$ cat config.mk
export PLATFORM = sky130hd
export DESIGN_NAME = quiz_round_ctrl_flat
export DESIGN_NICKNAME = d
export VERILOG_FILES = /design/src/rtl/quiz_round_if.sv /design/src/rtl/quiz_round_ctrl.sv /design/src/flat_wrapper.sv
export SDC_FILE = /design/constraint.sdc
export NUM_CORES = 1
export LEC_CHECK = 0
export ABC_AREA = 0
export CORE_MARGIN = 1.5
export CORE_UTILIZATION = 40
export DETAILED_ROUTE_END_ITERATION = 8
export PLACE_DENSITY = 0.63
export SKIP_CTS_REPAIR_TIMING = 1
export SLEW_MARGIN = 20
export SYNTH_ARGS = -nofsm -noshare
export SYNTH_HDL_FRONTEND = slang
export SYNTH_SLANG_ARGS = --single-unit
export TNS_END_PERCENT = 30
$ cat constraint.sdc
create_clock -name clk -period 2.8 [get_ports clk]
set_input_delay 0.56 -clock clk [delete_from_list [all_inputs] [get_ports clk]]
set_output_delay 0.56 -clock clk [all_outputs]
set_load 0.02 [all_outputs]
$ cat src/rtl/quiz_round_if.sv
// Host/player-facing signal bundle for quiz_round_ctrl.
// master drives start/clear/buttons; slave (the controller) drives the round outputs.
interface quiz_round_if;
  logic       start_pulse;
  logic       clear_pulse;
  logic [7:0] sw;
  logic [3:0] winner;
  logic [3:0] count;
  logic       disp_sel;
  logic       foul;
  logic       beep;
  logic [1:0] state;

  modport master (
    output start_pulse, clear_pulse, sw,
    input  winner, count, disp_sel, foul, beep, state
  );

  modport slave (
    input  start_pulse, clear_pulse, sw,
    output winner, count, disp_sel, foul, beep, state
  );
endinterface

$ cat src/rtl/quiz_round_ctrl.sv
// Quiz round sequencer and eight-player buzzer arbiter (IDLE/ARMED/LOCKED/TIMEOUT).
// Define QUIZ_FOUL_DETECT_EN to latch early presses in IDLE as a foul.
module quiz_round_ctrl #(
  parameter int unsigned CLK_HZ      = 50_000_000,
  parameter int unsigned ANSWER_SECS = 9,
  parameter int unsigned BEEP_MS     = 200
) (
  input  logic        clk,
  input  logic        rst,
  quiz_round_if.slave bus
);

  localparam longint unsigned BeepCycRaw = longint'(BEEP_MS) * longint'(CLK_HZ) / 64'd1000;
  localparam int unsigned     BeepCyc    = (BeepCycRaw == 0) ? 1 : 32'(BeepCycRaw);
  localparam int unsigned     PreW       = (CLK_HZ > 1) ? $clog2(CLK_HZ) : 1;
  localparam int unsigned     BeepW      = (BeepCyc > 1) ? $clog2(BeepCyc) : 1;

  typedef enum logic [1:0] {
    StIdle    = 2'd0,
    StArmed   = 2'd1,
    StLocked  = 2'd2,
    StTimeout = 2'd3
  } state_e;

  state_e            r_state, w_state;
  logic [7:0]        r_sw_meta, r_sw_sync;
  logic [PreW-1:0]   r_presc, w_presc;
  logic [3:0]        r_count, w_count;
  logic [3:0]        r_winner, w_winner;
  logic              r_foul, w_foul;
  logic              r_disp_sel, w_disp_sel;
  logic              r_beep, w_beep;
  logic [BeepW-1:0]  r_beep_cnt, w_beep_cnt;
  logic              w_beep_fire;
  logic              w_wrap;
  logic              w_press;

  // Lowest set bit wins so simultaneous presses favour the lower player number.
  function automatic logic [3:0] first_player(input logic [7:0] v);
    logic [3:0] res;
    res = 4'd0;
    for (int i = 7; i >= 0; i--) begin
      if (v[i]) res = 4'(i + 1);
    end
    return res;
  endfunction

  assign w_wrap  = (r_presc == PreW'(CLK_HZ - 1));
  assign w_press = |r_sw_sync;

  always_comb begin
    w_state     = r_state;
    w_presc     = r_presc;
    w_count     = r_count;
    w_winner    = r_winner;
    w_foul      = r_foul;
    w_beep_fire = 1'b0;

    if (bus.clear_pulse) begin
      w_state  = StIdle;
      w_presc  = '0;
      w_count  = 4'(ANSWER_SECS);
      w_winner = 4'd0;
      w_foul   = 1'b0;
    end else begin
      unique case (r_state)
        StIdle: begin
          w_presc = '0;
          w_count = 4'(ANSWER_SECS);
`ifdef QUIZ_FOUL_DETECT_EN
          if (!r_foul) begin
            if (w_press) begin
              w_winner    = first_player(r_sw_sync);
              w_foul      = 1'b1;
              w_beep_fire = 1'b1;
            end else if (bus.start_pulse) begin
              w_state = StArmed;
            end
          end
`else
          w_winner = 4'd0;
          if (bus.start_pulse) w_state = StArmed;
`endif
        end
        StArmed: begin
          // A press on the final-tick cycle wins and freezes count at 1.
          if (w_press) begin
            w_state     = StLocked;
            w_winner    = first_player(r_sw_sync);
            w_beep_fire = 1'b1;
          end else if (w_wrap) begin
            w_presc = '0;
            w_count = r_count - 4'd1;
            if (r_count == 4'd1) begin
              w_state     = StTimeout;
              w_beep_fire = 1'b1;
            end
          end else begin
            w_presc = r_presc + PreW'(1);
          end
        end
        StLocked: begin
        end
        StTimeout: begin
          w_count  = 4'd0;
          w_winner = 4'd0;
        end
        default: w_state = StIdle;
      endcase
    end

    w_disp_sel = (w_state == StLocked) || w_foul;

    w_beep     = r_beep;
    w_beep_cnt = r_beep_cnt;
    if (bus.clear_pulse) begin
      w_beep     = 1'b0;
      w_beep_cnt = '0;
    end else if (w_beep_fire) begin
      w_beep     = 1'b1;
      w_beep_cnt = BeepW'(BeepCyc - 1);
    end else if (r_beep) begin
      if (r_beep_cnt == '0) w_beep = 1'b0;
      else                  w_beep_cnt = r_beep_cnt - BeepW'(1);
    end
  end

  always_ff @(posedge clk or posedge rst) begin
    if (rst) begin
      r_sw_meta  <= 8'd0;
      r_sw_sync  <= 8'd0;
      r_state    <= StIdle;
      r_presc    <= '0;
      r_count    <= 4'(ANSWER_SECS);
      r_winner   <= 4'd0;
      r_foul     <= 1'b0;
      r_disp_sel <= 1'b0;
      r_beep     <= 1'b0;
      r_beep_cnt <= '0;
    end else begin
      r_sw_meta  <= bus.sw;
      r_sw_sync  <= r_sw_meta;
      r_state    <= w_state;
      r_presc    <= w_presc;
      r_count    <= w_count;
      r_winner   <= w_winner;
      r_foul     <= w_foul;
      r_disp_sel <= w_disp_sel;
      r_beep     <= w_beep;
      r_beep_cnt <= w_beep_cnt;
    end
  end

  assign bus.winner   = r_winner;
  assign bus.count    = r_count;
  assign bus.disp_sel = r_disp_sel;
  assign bus.foul     = r_foul;
  assign bus.beep     = r_beep;
  assign bus.state    = r_state;

endmodule

$ cat src/flat_wrapper.sv
// flat-port wrapper written by rule: the top's interface ports become plain ports
module quiz_round_ctrl_flat 
#(
  parameter int unsigned CLK_HZ      = 50_000_000,
  parameter int unsigned ANSWER_SECS = 9,
  parameter int unsigned BEEP_MS     = 200
)
  (clk, rst, bus_start_pulse, bus_clear_pulse, bus_sw, bus_winner, bus_count, bus_disp_sel, bus_foul, bus_beep, bus_state);
  quiz_round_if bus_i ();
  input  logic clk;
  input  logic rst;
  input wire logic [$bits(bus_i.start_pulse)-1:0] bus_start_pulse;
  input wire logic [$bits(bus_i.clear_pulse)-1:0] bus_clear_pulse;
  input wire logic [$bits(bus_i.sw)-1:0] bus_sw;
  output wire logic [$bits(bus_i.winner)-1:0] bus_winner;
  output wire logic [$bits(bus_i.count)-1:0] bus_count;
  output wire logic [$bits(bus_i.disp_sel)-1:0] bus_disp_sel;
  output wire logic [$bits(bus_i.foul)-1:0] bus_foul;
  output wire logic [$bits(bus_i.beep)-1:0] bus_beep;
  output wire logic [$bits(bus_i.state)-1:0] bus_state;
  assign bus_i.start_pulse = bus_start_pulse;
  assign bus_i.clear_pulse = bus_clear_pulse;
  assign bus_i.sw = bus_sw;
  assign bus_winner = bus_i.winner;
  assign bus_count = bus_i.count;
  assign bus_disp_sel = bus_i.disp_sel;
  assign bus_foul = bus_i.foul;
  assign bus_beep = bus_i.beep;
  assign bus_state = bus_i.state;
  quiz_round_ctrl #(.CLK_HZ(CLK_HZ), .ANSWER_SECS(ANSWER_SECS), .BEEP_MS(BEEP_MS)) u_core (.clk(clk), .rst(rst), .bus(bus_i));
endmodule
Yosys cells after proc, flatten, opt, wreduce, memory -nomap -nowiden
Cells that the tools add are included.
- register bits after elaboration: 79
- bits in latches: 0
- bits in writable memories: 0
- ROM bits: 0
- input bits: 12
- output and inout bits: 13
- logic and storage cells: 74
- memories kept: 0
- $add $sub $neg: 3
- $mul: 0
- div/mod/pow operators: 0
- magnitude comparators: 0
- equality and inequality tests: 9
- shifts and indexed selects: 0
- muxes and demuxes: 39
- bitwise operators: 0
- reduce and logical (&&, ||, !) cells: 13
- operator list (kind ; number):
    $mux W24 ; 4
    $mux W26 ; 3
    $mux W4 ; 13
    $pmux W26 S2 ; 1
    $add A26 B1 Y26 const B ; 1
    $eq A26 B26 Y1 const B ; 1
    $logic_not A24 Y1 ; 1
    $sub A24 B1 Y24 const B ; 1
    $pmux W4 S3 ; 1
    $mux W1 ; 10
    $mux W2 ; 5
    $ne A3 B2 Y1 const B ; 3
    $reduce_bool A3 Y1 ; 3
    $pmux W4 S2 ; 1
    $reduce_or A8 Y1 ; 1
    $reduce_and A2 Y1 ; 3
    $eq A2 B2 Y1 const B ; 2
    $eq A4 B1 Y1 const B ; 1
    $pmux W2 S2 ; 1
    $reduce_bool A4 Y1 ; 1
    $sub A4 B1 Y4 const B ; 1
    $ne A3 B3 Y1 const B ; 1
    $reduce_and A3 Y1 ; 1
    $eq A2 B1 Y1 const B ; 1
    3 further kinds ; 3

Logic depth before layout (Yosys ltp)
- word-level depth: 11
- gate-level depth with buffers: 9
- depth with buffers taken out: 7

Least setup slack after synthesis
No wires, ideal clock.
- path type: register -> register
- start point: reg u_core.r_state[1], in the netlist u_core.bus.state[1]
- end point: reg u_core.r_presc[0]
- library setup time: 125 ps
- data arrival time: 2357 ps
- required time: 2675 ps
- setup slack: 318 ps
- stages on the path, launching flop included: 9
- path buffers: 2
- period minus slack after synthesis: 2482 ps
- cells stage by stage: dfrtp_1 > inv_1 > ha_1 > buf_2 > nor2b_1 > a311oi_1 > clkbuf_1 > nor2_1 > mux2_2
- word-level cells in the longest chain between the ends: 3
- elaborated cells on any way between the ends: 7
- those cells by class: eq/ne (2); mux (2); reduce/logical (3)
- RTL lines (what ; line ; text):
    start: declaration ; quiz_round_ctrl.sv:25 ; state_e r_state, w_state;
    start signal: assignment ; quiz_round_ctrl.sv:132 ; r_state <= StIdle;
    start signal: assignment ; quiz_round_ctrl.sv:143 ; r_state <= w_state;
    $eq A2 B1 Y1 or $logic_not A2 Y1 (tied branches) ; quiz_round_ctrl.sv:66 ; unique case (r_state)
    $pmux W26 S2, or another cell as far along ; quiz_round_ctrl.sv:66 ;
    $mux W26 or $reduce_and A2 Y1 (tied branches) ; n/a ;
    end signal: assignment ; quiz_round_ctrl.sv:144 ; r_presc <= w_presc;
    end: declaration ; quiz_round_ctrl.sv:27 ; logic [PreW-1:0] r_presc, w_presc;
Parallel ways exist; a longest one is shown, timed or not.
A chain may end at the register's enable or synchronous reset.

Worst setup path after layout
- start point: reg u_core.r_beep_cnt[18]
- end point: reg u_core.r_beep_cnt[19]
- word-level cells in the longest chain between the ends: 5
- elaborated cells on any way between the ends: 8
- those cells by class: add/sub (1); eq/ne (1); mux (4); reduce/logical (2)
- RTL lines (what ; line ; text):
    start: declaration ; quiz_round_ctrl.sv:33 ; logic [BeepW-1:0] r_beep_cnt, w_beep_cnt;
    start signal: assignment ; quiz_round_ctrl.sv:150 ; r_beep_cnt <= w_beep_cnt;
    $sub A24 B1 Y24 ; quiz_round_ctrl.sv:124 ; else w_beep_cnt = r_beep_cnt - BeepW'(1);
    $mux W24 ; quiz_round_ctrl.sv:123 ; if (r_beep_cnt == '0) w_beep = 1'b0;
    $mux W24 ; quiz_round_ctrl.sv:122 ; end else if (r_beep) begin
    $mux W24 ; quiz_round_ctrl.sv:119 ; end else if (w_beep_fire) begin
    $mux W24 ; quiz_round_ctrl.sv:116 ; if (bus.clear_pulse) begin
Parallel ways exist; a longest one is shown, timed or not. The select of a mux whose other input is x is not followed.

==> results.sh <==
export IMPL_outcome="finished, final reports clean"
export IMPL_yosysTopAreaCell="dfrtp_1"
export IMPL_wirelength_mm=9.10
export IMPL_async_flop_share=1.00
export IMPL_p_comb_frac=0.375
export IMPL_clkSlewWorstSetupHoldPaths_ns=0.08
export IMPL_rsz0062_at_grt="false"
export IMPL_yosysSeqAreaShare=0.476
export IMPL_tightestPinTransition_ns=0.721
export IMPL_cts_buffers=9
export IMPL_grt_max_degree=40
export IMPL_finClkSkew_ns=0.0119
export IMPL_ys_warn_count=0
export IMPL_ios=25
export IMPL_place_area_um2=4600
export IMPL_min_period_ns=2.59
export IMPL_synthTopCellsByArea="dfrtp_1, xnor2_1, nor2_1, nand2_1, a21oi_1"
export IMPL_synth_ff_type="dfrtp_1"
export IMPL_setup_ws_ns=0.211
export IMPL_fmax_mhz=386
export IMPL_slew_headroom=0.519
export IMPL_powerDensity_nw_per_um2=800
export IMPL_place_congestion=0.854
export IMPL_ir_drop_mv=0.371
export IMPL_syn_inst=417
export IMPL_leakage_nw=1.93
export IMPL_drive_above_1_share=0.113
export IMPL_synth_nets=437
export IMPL_worstHoldPathType="flip-flop to flip-flop"
export IMPL_crit_arrival_ns=2.83
export IMPL_cp_end_kind="flip-flop"
export IMPL_drc=0
export IMPL_seq_area_um2=1980
export IMPL_viasPerCell=5.65
export IMPL_ys_seq_elements=79
export IMPL_seqPwrFrac=0.372
export IMPL_syn_area_per_cell_um2=9.97
export IMPL_cts_sink_count=79
export IMPL_swShare=0.379
export IMPL_clock_power_share=0.253
export IMPL_mostFrequentLayoutCell="dfrtp_1"
export IMPL_cts_tree="done"
export IMPL_layout_common_cells="dfrtp_1, nor2_1, nand2_1"
export IMPL_synth_top_area_share=0.463
export IMPL_critPathLaunchType="flip-flop"
export IMPL_hold_violations=0
export IMPL_multi_input_area_um2=2050
export IMPL_area_growth_pct=16.3
export IMPL_grt_use_total=0.180
export IMPL_die_area_um2=11000
export IMPL_grt_pass1_vias=3219
export IMPL_num_fill_cells=991
export IMPL_crit_fanout=12
export IMPL_core_area_um2=10200
export IMPL_hpwl_mm=6.21
export IMPL_num_vias=3325
export IMPL_slew_violations=0
export IMPL_crit_type="flip-flop to flip-flop"
export IMPL_die_h_um=105
export IMPL_insertion_delay_ns=0.36
export IMPL_synth_edf_count=0
export IMPL_drv_cap=0
export IMPL_initial_core_util=0.408
export IMPL_clockBufferDepth=2
export IMPL_fin_tns_setup_ns=0
export IMPL_cts_max_level=3
export IMPL_yosys_cell_types_count=69
export IMPL_crit_required_ns=3.04
export IMPL_grt_pass1_wl_mm=15.9
export IMPL_antenna_found_initial=0
export IMPL_ant_nets=0
export IMPL_overflow=0
export IMPL_cts_root_buf="clkbuf_8"
export IMPL_setup_violations=0
export IMPL_firstDrtPassIters=4
export IMPL_numPortBuffers=24
export IMPL_wl_per_cell_um=15.5
export IMPL_final_util=0.475
export IMPL_placementRows=37
export IMPL_pre_cts_slack_ns=0.231
export IMPL_die_width_um=105
export IMPL_n_antenna_cell=0
export IMPL_drtIter0Drc=160
export IMPL_netlist_area_um2=4160
export IMPL_min_period_over_period=0.925
export IMPL_power_switching_mw=1.46
export IMPL_num_nets_final=468
export IMPL_fin_area_um2=4830
export IMPL_power_internal_mw=2.40
==> area by class of cell <==
class / count / area share
Sequential cell: 79 / 0.410
Multi-Input combinational cell: 308 / 0.424
Inverter: 12 / 0.00958
Clock buffer: 12 / 0.0321
Timing Repair Buffer: 38 / 0.0740
Tap cell: 136 / 0.0352
Clock inverter: 4 / 0.0158
==> cells in the mapped netlist, drive strengths merged (6+ instances only) <==
cell type	instances
nor3	16
nand3	11
or4	6
a21oi	20
buf	7
nor2	44
o211ai	9
nor2b	7
dfrtp	77
o21ai	13
nand4	8
inv	12
xnor2	21
or3	9
nor4	16
ha	8
clkbuf	11
xor2	8
nand2	29
==> cell families (layout without fill, tap and decap cells) <==
kind of cell	Yosys count	count (layout)	share of synthesized area
simple gates	182	182	0.248
compound gates	84	84	0.144
flops	79	79	0.476
buf+inv	30	66	0.0328
xor+xnor	29	29	0.0611
fa+ha+maj	8	8	0.0241
mux	5	5	0.0132
==> flip-flops by register name (all words and copies together), names as in the netlist, 2 cells and up <==
register	count
u_core.bus.count	4
u_core.bus.state	2
u_core.bus.winner	4
u_core.r_beep_cnt	24
u_core.r_presc	26
u_core.r_sw_meta	8
u_core.r_sw_sync	8
==> worst max-delay path: stages, from the launching register on <==
cell,delay (ns)
dfrtp_1,0.41
or4_4,0.55
or4_4,0.54
o21a_1,0.37
and3_1,0.24
a2111o_1,0.37
==> power groups by stage <==
stage	clock (mW)	combinational, mW	sequential, mW
after floorplan	0	1.09	1.44
after global placement	0	1.43	1.45
after detailed placement	0	1.43	1.46
after CTS	1.01	1.44	1.44
after global routing	1.06	1.60	1.47
final	0.978	1.45	1.44
==> path summary, 6_finish.rpt <==
kind,cells after the start,to,slack (ns),start
hold reg to reg,0,u_core.r_sw_sync[1],0.35,u_core.r_sw_meta[1]
hold / removal,0,u_core.r_sw_sync[1],0.35,u_core.r_sw_meta[1]
min in group asynchronous,2,u_core.r_beep_cnt[4],0.62,rst
setup / recovery,5,u_core.r_beep_cnt[19],0.21,u_core.r_beep_cnt[18]
setup reg to reg,5,u_core.r_beep_cnt[19],0.21,u_core.r_beep_cnt[18]
max in group asynchronous,3,u_core.r_beep_cnt[21],1.54,rst
==> through the flow <==
step           hold slack [ns]  instances  power [mW]
2_1_floorplan            0.331        417        2.53
3_3_place_gp             0.333        573        2.88
3_5_place_dp             0.336        573        2.89
4_1_cts                  0.354        589        3.89
5_1_grt                  0.360        589        4.13
6_report                 0.350        589        3.87
==> layer usage <==
metal | vias to the layer above | global-route usage | wire length [um]
li1 | 1604 | - | -
met1 | 1646 | 0.247 | 4340
met2 | 61 | 0.279 | 4300
met3 | 14 | 0.0381 | 318
met4 | 0 | 0.0685 | 150
met5 | - | 0 | 0
Power figures use the tool's default switching activity.
